## src/rtl/cia_int_ctrl.sv

```systemverilog
// CIA register-select decoder and interrupt controller: per-register strobes,
// read-data mux, ICR event latch / mask / read-clear and the registered irq_n.
module cia_int_ctrl #(
  parameter int FLAG_SYNC = 2
) (
  input  logic       clk,
  input  logic       reset_n,
  input  logic       clk7_en,
  input  logic       cs,
  input  logic       wr,
  input  logic [3:0] rs,
  input  logic [7:0] data_in,
  output logic [7:0] data_out,
  input  logic [7:0] ta_do,
  input  logic [7:0] tb_do,
  input  logic [7:0] tod_do,
  input  logic [7:0] sdr_do,
  output logic       ta_lo,
  output logic       ta_hi,
  output logic       ta_cr,
  output logic       tb_lo,
  output logic       tb_hi,
  output logic       tb_cr,
  output logic       tod_sel,
  output logic       sdr_sel,
  input  logic       ta_irq,
  input  logic       tb_irq,
  input  logic       alrm,
  input  logic       ser,
  input  logic       flag_n,
  output logic       irq_n
);

  localparam logic [3:0] RS_ICR = 4'hD;

  logic [4:0]           icr, mask, icr_next, mask_next, evt;
  logic [FLAG_SYNC-1:0] flag_sync;
  logic                 flag_prev, flag_evt, ir, icr_rd, icr_wr;
  logic                 unused_data_in;

  assign unused_data_in = ^data_in[6:5];

  // Strobes
  assign ta_lo   = cs & (rs == 4'h4);
  assign ta_hi   = cs & (rs == 4'h5);
  assign ta_cr   = cs & (rs == 4'hE);
  assign tb_lo   = cs & (rs == 4'h6);
  assign tb_hi   = cs & (rs == 4'h7);
  assign tb_cr   = cs & (rs == 4'hF);
  assign tod_sel = cs & (rs[3:2] == 2'b10);
  assign sdr_sel = cs & (rs == 4'hC);

  assign ir = |(icr & mask);

  always_comb begin
    data_out = '0;
    if (cs && !wr) begin
      case (rs)
        4'h4, 4'h5, 4'hE:       data_out = ta_do;
        4'h6, 4'h7, 4'hF:       data_out = tb_do;
        4'h8, 4'h9, 4'hA, 4'hB: data_out = tod_do;
        4'hC:                   data_out = sdr_do;
        RS_ICR:                 data_out = {ir, 2'b00, icr};
        default:                data_out = '0;
      endcase
    end
  end

  // Synchroniser runs ungated so the pin is always tracked; it resets high so
  // reset release never looks like a falling edge.
  always_ff @(posedge clk or negedge reset_n) begin
    if (!reset_n) flag_sync <= '1;
    else          flag_sync <= {flag_sync[FLAG_SYNC-2:0], flag_n};
  end

  always_ff @(posedge clk or negedge reset_n) begin
    if (!reset_n)     flag_prev <= 1'b1;
    else if (clk7_en) flag_prev <= flag_sync[FLAG_SYNC-1];
  end

  assign flag_evt = flag_prev & ~flag_sync[FLAG_SYNC-1];
  assign evt      = {flag_evt, ser, alrm, tb_irq, ta_irq};
  assign icr_rd   = cs & ~wr & (rs == RS_ICR);
  assign icr_wr   = cs &  wr & (rs == RS_ICR);

  // Events OR in after the clear so a pulse coincident with the read survives.
  always_comb begin
    icr_next  = (icr_rd ? 5'd0 : icr) | evt;
    mask_next = mask;
    if (icr_wr) mask_next = data_in[7] ? (mask | data_in[4:0]) : (mask & ~data_in[4:0]);
  end

  always_ff @(posedge clk or negedge reset_n) begin
    if (!reset_n) begin
      icr   <= '0;
      mask  <= '0;
      irq_n <= 1'b1;
    end else if (clk7_en) begin
      icr   <= icr_next;
      mask  <= mask_next;
      irq_n <= ~|(icr_next & mask_next);
    end
  end

endmodule

```

## config.mk

```make
export PLATFORM = sky130hd
export DESIGN_NAME = cia_int_ctrl
export DESIGN_NICKNAME = d
export VERILOG_FILES = /design/src/rtl/cia_int_ctrl.sv
export SDC_FILE = /design/constraint.sdc
export NUM_CORES = 1
export LEC_CHECK = 0
export CAP_MARGIN = 10
export CORE_UTILIZATION = 40
export DETAILED_ROUTE_END_ITERATION = 10
export GPL_ROUTABILITY_DRIVEN = 1
export GPL_TIMING_DRIVEN = 0
export PLACE_DENSITY = 0.92
export REMOVE_ABC_BUFFERS = 1
export SKIP_CTS_REPAIR_TIMING = 1
export SLEW_MARGIN = 20
export SYNTH_ARGS = -nofsm -noshare
export SYNTH_HDL_FRONTEND = slang
export SYNTH_SLANG_ARGS = --single-unit
```

## constraint.sdc

```tcl
create_clock -name clk -period 5.6 [get_ports clk]
set_clock_uncertainty 0.2 [all_clocks]
set_input_delay 1.68 -clock clk [delete_from_list [all_inputs] [get_ports clk]]
set_output_delay 1.68 -clock clk [all_outputs]
set_load 0.01 [all_outputs]
```

==> reports/results.tsv, run 1 <==
stage	metric	value	unit
run_status	status	completed	
floorplanning	Die Y	55.94	microns
placement	placed insts	228	
power_and_ir_drop	Overall Power	0.2740	mW
route	vias per inst	5.910	
placement	IO Port Bufs	68	
synth	synth warn	0	
sta	Final Worst Setup Slack	0.04951	ns
clock_network	total CTS buffers	3	
finish	commonest non-fill, non-tap cell in the layout	clkdlybuf4s50_1	
finish	most frequent cells in the layout	clkdlybuf4s50_1, nand2_1, a21oi_1	
sta	final period utilization	99.12	%
route	final wirelength	3.626	mm
sta	setup tns final	0	ns
clock_network	H-tree depth	1	
route	Via Count	1377	
power_and_ir_drop	Clock Power Share	22.1	%
placement	Setup Slack @ Placement	-0.5225	ns
finish	Area Overhead vs Synth	58.06	%
setup_path	Worst Path Required	3.72	ns
floorplanning	std cell rows	19	
global_routing	initial antenna violation count	0	
finish	NumNets Final	257	
synth	Post-Syn Instances	142	
sta	Slew @ Worst Pin	0.6837	ns
finish	fin cells	233	
run	max cap viols	0	
power_and_ir_drop	switching pwr	0.08002	mW
global_routing	first-pass GRT wire length	6.009	mm
finish	layout cell share with drive strength beyond 1	7.921	%
power_and_ir_drop	Int Power	0.1940	mW
sta	fin. max-slew vios	0	
route	Final ANT Viol Nets	0	
setup_path	reg2reg start	flag_prev	
placement	GP Congestion	0.8219	
clock_network	CTS Buffer Depth	2	
setup_path	max incr delay on CP	0.52	ns
synth	Avg Inst Size Synth	8.194	sq um
route	drt pass-1 iters	4	
power_and_ir_drop	Logic pwr share	35.5	%
route	WL per Instance	15.56	microns
synth	Netlist cell types	40	
global_routing	vias in the first global route	1363	
clock_network	Clock Sinks	14	
clock_network	Root Driver	clkbuf_4	
sta	WHS	0.1607	ns
power_and_ir_drop	Net Sw Frac	29.20	%
setup_path	Worst setup SP type	input port	
sta	Slew Limit Headroom	54.35	%
synth	Most used DFF post-synth	dfrtp_1	
synth	area of the mapped netlist	1164	sq um
placement	post-DP HPWL	2.814	mm
power_and_ir_drop	PD cells	149.0	nW/um^2
sta	f_max	180.2	MHz
sta	Final setup viols	0	
floorplanning	IO Pins	71	
global_routing	Remaining Overflow, GRT	0	
floorplanning	Die Wd	55.94	microns
setup_path	worst-path fanout max	21	
setup_path	CP endpoint kind	output port	
setup_path	slowest CP cell	dlymetal6s2s_1	
route	# DRC	0	
synth	sequential share of the synthesized area	30.54	%
floorplanning	total core area	2758	sq um
global_routing	All-Layer GR Usage	24.21	%
global_routing	largest net degree at the start of global routing	22	
setup_path	critical path, cell by cell	dlymetal6s2s_1, nor2_1, a21oi_1, nor2b_4, a222oi_1, a21boi_1, clkdlybuf4s50_1	
sta	hold violation count in the final report	0	
floorplanning	Die ar.	3129	sq um
min_path	hold crit path type	reg2reg	
setup_path	Critical Path Source	rs[1]	
power_and_ir_drop	Max VDD drop	0.1487	mV
synth	Post-synth EDFFs	0	
setup_path	CP Class	in2out	
power_and_ir_drop	Leakage	0.7428	nW
floorplanning	Initial Util	42.20	%
synth	Synth Register Bits	14	
sta	Tmin final	5.550	ns
setup_path	signal arrival time at the worst endpoint	3.67	ns
power_and_ir_drop	Seq pwr share	42.4	%
route	number of DRC markers in iteration 0	86	
clock_network	clock latency on the worst-skew pair	0.27	ns
clock_network	CTS tree	yes	
synth	Synth async-reset ratio	100.0	%
finish	Antenna Cells	0	
finish	FILL cells	235	
clock_network	clk slew on worst S/H paths	0.08	ns
min_path	Worst Min Path Start	flag_sync[0]	
## registers in the layout, summed over array words and instances, names as in the netlist
signal     cells
icr            5
mask           5
flag_sync      2
flag_prev      1
irq_n          1
## worst paths after layout
| path | slack, ns | cells past startpoint | end |
|---|---|---|---|
| max in group asynchronous | 3.19 | 1 | icr[2] |
| hold reg to reg | 0.16 | 0 | flag_sync[1] |
| hold / removal | 0.16 | 0 | flag_sync[1] |
| min in group asynchronous | 1.59 | 1 | mask[4] |
| setup / recovery | 0.05 | 7 | data_out[7] |
| setup reg to reg | 4.21 | 4 | irq_n |
## synthesized netlist by cell type (all sizes together) (3+ instances only)
cell    number  area share [%]
nor2         9             2.9
o21ai        3             1.3
nand4        3             1.6
dfrtp       10              22
nand3        8             4.3
dfstp        4             9.0
nand2       20             7.1
buf          8             6.0
clkbuf       5             1.6
nor2b        4             2.8
o22ai        6             3.2
mux2i        4             3.4
a21oi       15             6.5
a22o         3             2.3
inv          4             1.3
a22oi       13             8.4
mux2         3             2.9
## metal layers
layer	share of wire, %	global-route usage, %	vias to the layer above
met5	0	0	-
met4	1.6	10.10	0
met3	7.2	4.651	8
met2	51	43.89	69
met1	40	27.73	648
li1	-	-	652
## power by group through the flow
| stage | clock network (mW) | registers (mW) | logic, mW |
|---|---|---|---|
| floorplan | 0 | 0.116 | 0.0364 |
| global placement | 0 | 0.118 | 0.0923 |
| detailed placement | 0 | 0.118 | 0.0962 |
| CTS | 0.0633 | 0.116 | 0.0966 |
| global route | 0.0685 | 0.118 | 0.106 |
| finish | 0.0606 | 0.116 | 0.0972 |
## layout make-up
| cell class | instances | area, sq um | share of cell area [%] |
|---|---|---|---|
| inverter | 4 | 15.01 | 0.8163 |
| timing repair buffer | 69 | 690.7 | 37.55 |
| sequential | 14 | 355.3 | 19.32 |
| tap | 31 | 38.79 | 2.109 |
| multi-input combinational | 111 | 713.2 | 38.78 |
| clock buffer | 4 | 26.28 | 1.429 |
## metrics by stage
stage | util (%) | instance area [sq um]
2_1_floorplan | - | 1075
3_3_place_gp | 65.06 | 1794
3_5_place_dp | 65.06 | 1794
4_1_cts | 66.02 | 1821
5_1_grt | 66.70 | 1839
6_report | 66.70 | 1839
## kinds of logic (layout without fill, tap and decap cells)
family | after synthesis | in the layout | share of synthesized area (%)
and+or+nand+nor | 54 | 54 | 25.27
AOI/OAI and AO/OA | 50 | 50 | 28.93
buffers and inverters | 17 | 77 | 8.925
DFF | 14 | 14 | 30.54
muxes | 7 | 7 | 6.344
## worst max-delay path, delay by kind of cell
kind / cells / cell delay, ns
buf+inv: 2 / 1.01
compound gates: 3 / 0.74
simple gates: 2 / 0.24
No activity file was read; power rests on OpenSTA's default activity.
==> run 2, diff against run 1 <==
Settings changed: MAX_ROUTING_LAYER from default to met4.
==> run 2 against run 1 <==
Hold slack got worse by 0.0023 ns; critical endpoint is now data_out[2]; highest routed layer unchanged; sequential power about the same; cell count unchanged.
==> reports/results.tsv, run 2 (synthesis results as in run 1) <==
stage	metric	value	unit	change
run_status	status	completed		
sta	Tmin final	5.376	ns	-0.1747 ns
min_path	hold depth	0		unchanged
setup_path	slowest CP cell	clkdlybuf4s50_1		
setup_path	reg2reg start	flag_prev		
setup_path	Worst Path Required	3.72	ns	about the same
setup_path	CP most frequent cell	clkdlybuf4s50_1		
finish	most frequent cells in the layout	clkdlybuf4s50_1, nand2_1, a21oi_1		
finish	largest registers	icr x5, mask x5, flag_sync x2		
route	vias per inst	5.970		+1.0%
floorplanning	Die Wd	55.94	microns	unchanged
global_routing	Remaining Overflow, GRT	0		unchanged
route	# DRC	0		unchanged
finish	commonest non-fill, non-tap cell in the layout	clkdlybuf4s50_1		
route	Final ANT Viol Nets	0		unchanged
placement	Setup Slack @ Placement	-0.5158	ns	+0.006690 ns
min_path	Hold EP	flag_sync[1]		
placement	post-DP HPWL	2.806	mm	-0.30%
route	final wirelength	3.658	mm	+0.88%
sta	Slew @ Worst Pin	0.6326	ns	-0.05108 ns
setup_path	max incr delay on CP	0.56	ns	+0.04 ns
floorplanning	IO Pins	71		unchanged
clock_network	CTS tree	yes		
clock_network	total CTS buffers	3		unchanged
finish	layout cell share with drive strength beyond 1	8.911	%	+0.99 points
global_routing	largest net degree at the start of global routing	22		unchanged
route	Via Count	1391		+1.0%
clock_network	H-tree depth	1		unchanged
clock_network	Root Driver	clkbuf_4		
setup_path	r2r setup slk	4.19	ns	-0.02 ns
setup_path	worst-path fanout max	7		-67%
floorplanning	Die ar.	3129	sq um	unchanged
setup_path	signal arrival time at the worst endpoint	3.50	ns	-0.17 ns
setup_path	CP Class	in2out		
global_routing	initial antenna violation count	0		unchanged
global_routing	first-pass GRT wire length	5.947	mm	-1.0%
setup_path	Worst path depth	5		-2
power_and_ir_drop	PD cells	155.1	nW/um^2	+4.1%
min_path	Worst Min Path Start	flag_sync[0]		
finish	Area Overhead vs Synth	58.28	%	
sta	Final setup viols	0		unchanged
sta	hold violation count in the final report	0		unchanged
finish	FILL cells	233		-0.85%
clock_network	Clock Sinks	14		unchanged
run	max cap viols	0		unchanged
finish	NumNets Final	257		unchanged
setup_path	WP buf/inv	2		unchanged
placement	IO Port Bufs	68		unchanged
floorplanning	Initial Util	42.20	%	unchanged
clock_network	clk slew on worst S/H paths	0.08	ns	about the same
setup_path	CP endpoint kind	output port		
route	drt pass-1 iters	5		+1
clock_network	clock latency on the worst-skew pair	0.28	ns	about the same
floorplanning	std cell rows	19		unchanged
power_and_ir_drop	Leakage	0.7399	nW	-0.39%
global_routing	All-Layer GR Usage	24.23	%	about the same
sta	setup tns final	0	ns	unchanged
floorplanning	Die Y	55.94	microns	unchanged
setup_path	Worst setup SP type	input port		
sta	Final Worst Setup Slack	0.2242	ns	+0.1747 ns
sta	final period utilization	96.00	%	-3.1 points
floorplanning	total core area	2758	sq um	unchanged
global_routing	vias in the first global route	1299		-4.7%
placement	GP Congestion	0.8228		+0.11%
power_and_ir_drop	Overall Power	0.2857	mW	+4.3%
sta	Slew Limit Headroom	57.69	%	+3.3 points
setup_path	critical path, cell by cell	clkdlybuf4s50_1, and2b_1, o21ai_1, a21oi_1, clkdlybuf4s50_1		
finish	Antenna Cells	0		unchanged
clock_network	CTS Buffer Depth	2		unchanged
min_path	hold crit path type	reg2reg		
route	number of DRC markers in iteration 0	119		+38%
sta	fin. max-slew vios	0		unchanged
sta	RSZ-0062 raised after global routing	no		
route	WL per Instance	15.70	microns	+0.88%
setup_path	cell family with most CP delay	buffers and inverters		
power_and_ir_drop	Max VDD drop	0.1390	mV	-6.5%
sta	f_max	186.0	MHz	+3.2%
setup_path	FF-to-FF path depth	4		unchanged
setup_path	worst r2r dst	irq_n		
## run 2: per-stage QoR
| step | hold slack, ns | util, % | instances | cell area [sq um] |
|---|---|---|---|---|
| 3_3_place_gp | 0.1456 | 65.06 | 228 | 1794 |
| 2_1_floorplan | 0.1452 | - | 129 | 1075 |
| 3_5_place_dp | 0.1472 | 65.06 | 228 | 1794 |
| 6_report | 0.1584 | 66.79 | 233 | 1842 |
| 4_1_cts | 0.1596 | 66.38 | 232 | 1831 |
| 5_1_grt | 0.1687 | 66.79 | 233 | 1842 |
## run 2: layout make-up
cell class	count	area (sq um)	area share (%)
Clock buffer	4	36.28	1.970
Inverter	4	15.01	0.8152
Multi-Input combinational cell	111	713.2	38.72
Sequential cell	14	355.3	19.29
Tap cell	31	38.79	2.106
Timing Repair Buffer	69	683.2	37.09
## run 2: how the worst max path moves through the flow
stage,from,endpoint,slack (ns)
floorplan,rs[3],data_out[7],0.94
global placement,rs[3],data_out[7],-0.48
detailed placement,rs[3],data_out[7],-0.52
CTS,rs[3],data_out[7],-0.53
global route,cs,data_out[2],0.08
finish,cs,data_out[2],0.22
## run 2: power breakdown
| part | leakage (nW) | switching (mW) | internal (mW) |
|---|---|---|---|
| logic | 0.576 | 0.0409 | 0.0560 |
| registers | 0.143 | 0.00606 | 0.110 |
| clock network | 0.0210 | 0.0332 | 0.0395 |
| total | 0.740 | 0.0802 | 0.206 |
## run 2: per-layer routing
metal  global-route usage, %  wire length, microns  part of all wire [%]  vias to the layer above
li1                        -                     -                     -                      652
met1                   29.93                  1457                    40                      652
met2                   40.96                  1841                    50                       81
met3                   3.721                   303                   8.3                        6
met4                   7.666                    55                   1.5                        0
met5                       -                     0                     0                        -
## run 2: worst reg2reg max path, delay by kind of cell (launching register included)
kind | cells | cell delay [ns]
AND/OR/NAND/NOR | 1 | 0.14
AO/OA/AOI/OAI | 3 | 0.48
flip-flops | 1 | 0.53
==> run 3, diff against run 2 <==
==> constraint.sdc (replaced) <==
create_clock -name clk -period 5.6 [get_ports clk]
set_clock_uncertainty 0.2 [all_clocks]
set_input_delay 0.84 -clock clk [delete_from_list [all_inputs] [get_ports clk]]
set_output_delay 0.84 -clock clk [all_outputs]
set_load 0.01 [all_outputs]
==> run 3 against run 2 <==
Core utilization shrank 0.41 points; maximum frequency up 21%; first-iteration DRC count is 11% higher; largest power group unchanged; non-clock buffer count decreased by 1; critical path depth rose by 2; worst setup slack better by 0.94 ns.
==> reports/results.tsv, run 3 (synthesis results as in run 1) <==
stage	metric	value	unit	change
run_status	status	completed		
finish	layout cell share with drive strength beyond 1	6.468	%	-2.4 points
finish	Antenna Cells	0		unchanged
setup_path	signal arrival time at the worst endpoint	3.40	ns	-0.10 ns
finish	fin cells	232		-0.43%
sta	RSZ-0062 raised after global routing	no		
floorplanning	total core area	2758	sq um	unchanged
finish	most frequent cells in the layout	clkdlybuf4s50_1, nand2_1, a21oi_1		
setup_path	CP endpoint kind	output port		
clock_network	Root Driver	clkbuf_4		
setup_path	CP Class	in2out		
setup_path	worst-path fanout max	15		+8
finish	NumNets Final	256		-0.39%
global_routing	vias in the first global route	1299		unchanged
clock_network	Clock Sinks	14		unchanged
finish	final core utilization	66.38	%	-0.41 points
run	max cap viols	0		unchanged
sta	Final setup viols	0		unchanged
placement	post-DP HPWL	2.806	mm	unchanged
min_path	hold crit path type	reg2reg		
sta	Tmin final	4.440	ns	-0.9357 ns
floorplanning	Die ar.	3129	sq um	unchanged
route	# DRC	0		unchanged
setup_path	Worst Path Required	4.56	ns	+0.84 ns
finish	largest registers	icr x5, mask x5, flag_sync x2		
route	drt pass-1 iters	5		unchanged
global_routing	All-Layer GR Usage	24.23	%	unchanged
clock_network	clock latency on the worst-skew pair	0.28	ns	about the same
placement	GP Congestion	0.8228		unchanged
power_and_ir_drop	Leakage	0.7117	nW	-3.8%
global_routing	initial antenna violation count	0		unchanged
floorplanning	std cell rows	19		unchanged
placement	placed insts	228		unchanged
sta	Slew Limit Headroom	54.27	%	-3.4 points
setup_path	Worst setup SP type	input port		
floorplanning	Die Wd	55.94	microns	unchanged
clock_network	CTS Buffer Depth	2		unchanged
finish	commonest non-fill, non-tap cell in the layout	clkdlybuf4s50_1		
finish	Area Overhead vs Synth	57.31	%	
global_routing	Remaining Overflow, GRT	0		unchanged
sta	Final Worst Setup Slack	1.160	ns	+0.9357 ns
clock_network	H-tree depth	1		unchanged
floorplanning	IO Pins	71		unchanged
setup_path	CP most frequent cell	clkdlybuf4s50_1		
route	WL per Instance	15.60	microns	-0.61%
sta	Slew @ Worst Pin	0.6838	ns	+0.05116 ns
route	final wirelength	3.620	mm	-1.0%
global_routing	largest net degree at the start of global routing	22		unchanged
sta	final period utilization	79.29	%	-17 points
finish	FILL cells	237		+1.7%
route	number of DRC markers in iteration 0	132		+11%
clock_network	clk slew on worst S/H paths	0.08	ns	about the same
sta	hold violation count in the final report	0		unchanged
power_and_ir_drop	Max VDD drop	0.1407	mV	+1.3%
power_and_ir_drop	PD cells	156.3	nW/um^2	+0.72%
sta	f_max	225.2	MHz	+21%
route	vias per inst	5.987		+0.29%
sta	setup tns final	0	ns	unchanged
setup_path	slowest CP cell	clkdlybuf4s50_1		
route	Via Count	1389		-0.14%
floorplanning	Initial Util	42.20	%	unchanged
sta	fin. max-slew vios	0		unchanged
setup_path	max incr delay on CP	0.62	ns	+0.06 ns
global_routing	first-pass GRT wire length	5.947	mm	unchanged
placement	Setup Slack @ Placement	1.164	ns	+1.680 ns
route	Final ANT Viol Nets	0		unchanged
clock_network	total CTS buffers	3		unchanged
placement	IO Port Bufs	68		unchanged
clock_network	CTS tree	yes		
setup_path	critical path, cell by cell	clkdlybuf4s50_1, nor2b_4, a21oi_1, nor2b_1, a222oi_1, a21boi_1, clkdlybuf4s50_1		
floorplanning	Die Y	55.94	microns	unchanged
run 3: cell types whose count changed in the layout (fill, tap and decap cells not counted):
cell,before,now
clkdlybuf4s50_1,64,68
clkbuf_2,2,0
dlymetal6s2s_1,2,0
and4b_1,1,2
and4b_2,1,0
buf_4,1,0
nor2b_1,2,3
nor2b_4,2,1
run 3: cell type report:
class	instances	area, sq um	share of cell area, %
multi-input combinational	111	704.4	38.48
timing repair buffer	68	680.7	37.18
sequential	14	355.3	19.41
tap	31	38.79	2.119
clock buffer	4	36.28	1.982
inverter	4	15.01	0.8202
run 3: where the power goes:
part / total [mW] / internal (mW) / switching [mW]
logic: 0.0961 / 0.0559 / 0.0401
registers: 0.116 / 0.110 / 0.00604
clock network: 0.0738 / 0.0395 / 0.0343
run 3: per-stage QoR:
stage               instance area (sq um)  hold slack [ns]  power [mW]
global route                         1831           0.1687      0.2998
global placement                     1794           0.1456      0.2101
CTS                                  1831           0.1596      0.2877
floorplan                            1075           0.1452      0.1525
detailed placement                   1794           0.1472      0.2139
finish                               1831           0.1611      0.2860
run 3: path summary, 6_finish.rpt:
path,cells after the start,end,start,slack (ns)
max in group asynchronous,1,icr[4],reset_n,4.03
max reg2reg,4,irq_n,flag_prev,4.19
max,7,data_out[7],rs[3],1.16
min,0,flag_sync[1],flag_sync[0],0.16
min in group asynchronous,1,icr[0],reset_n,0.75
min reg2reg,0,flag_sync[1],flag_sync[0],0.16
run 3: layer usage:
metal	up-vias	wire [microns]	global-route usage, %
met2	77	1785	40.96
met4	0	54	7.666
met1	654	1456	29.93
met3	6	324	3.721
li1	652	-	-
met5	-	0	-
run 3: worst max-delay path: cells and delay by family:
kind,cells,cell delay [ns]
compound gates,3,0.53
simple gates,2,0.86
buf+inv,2,1.18
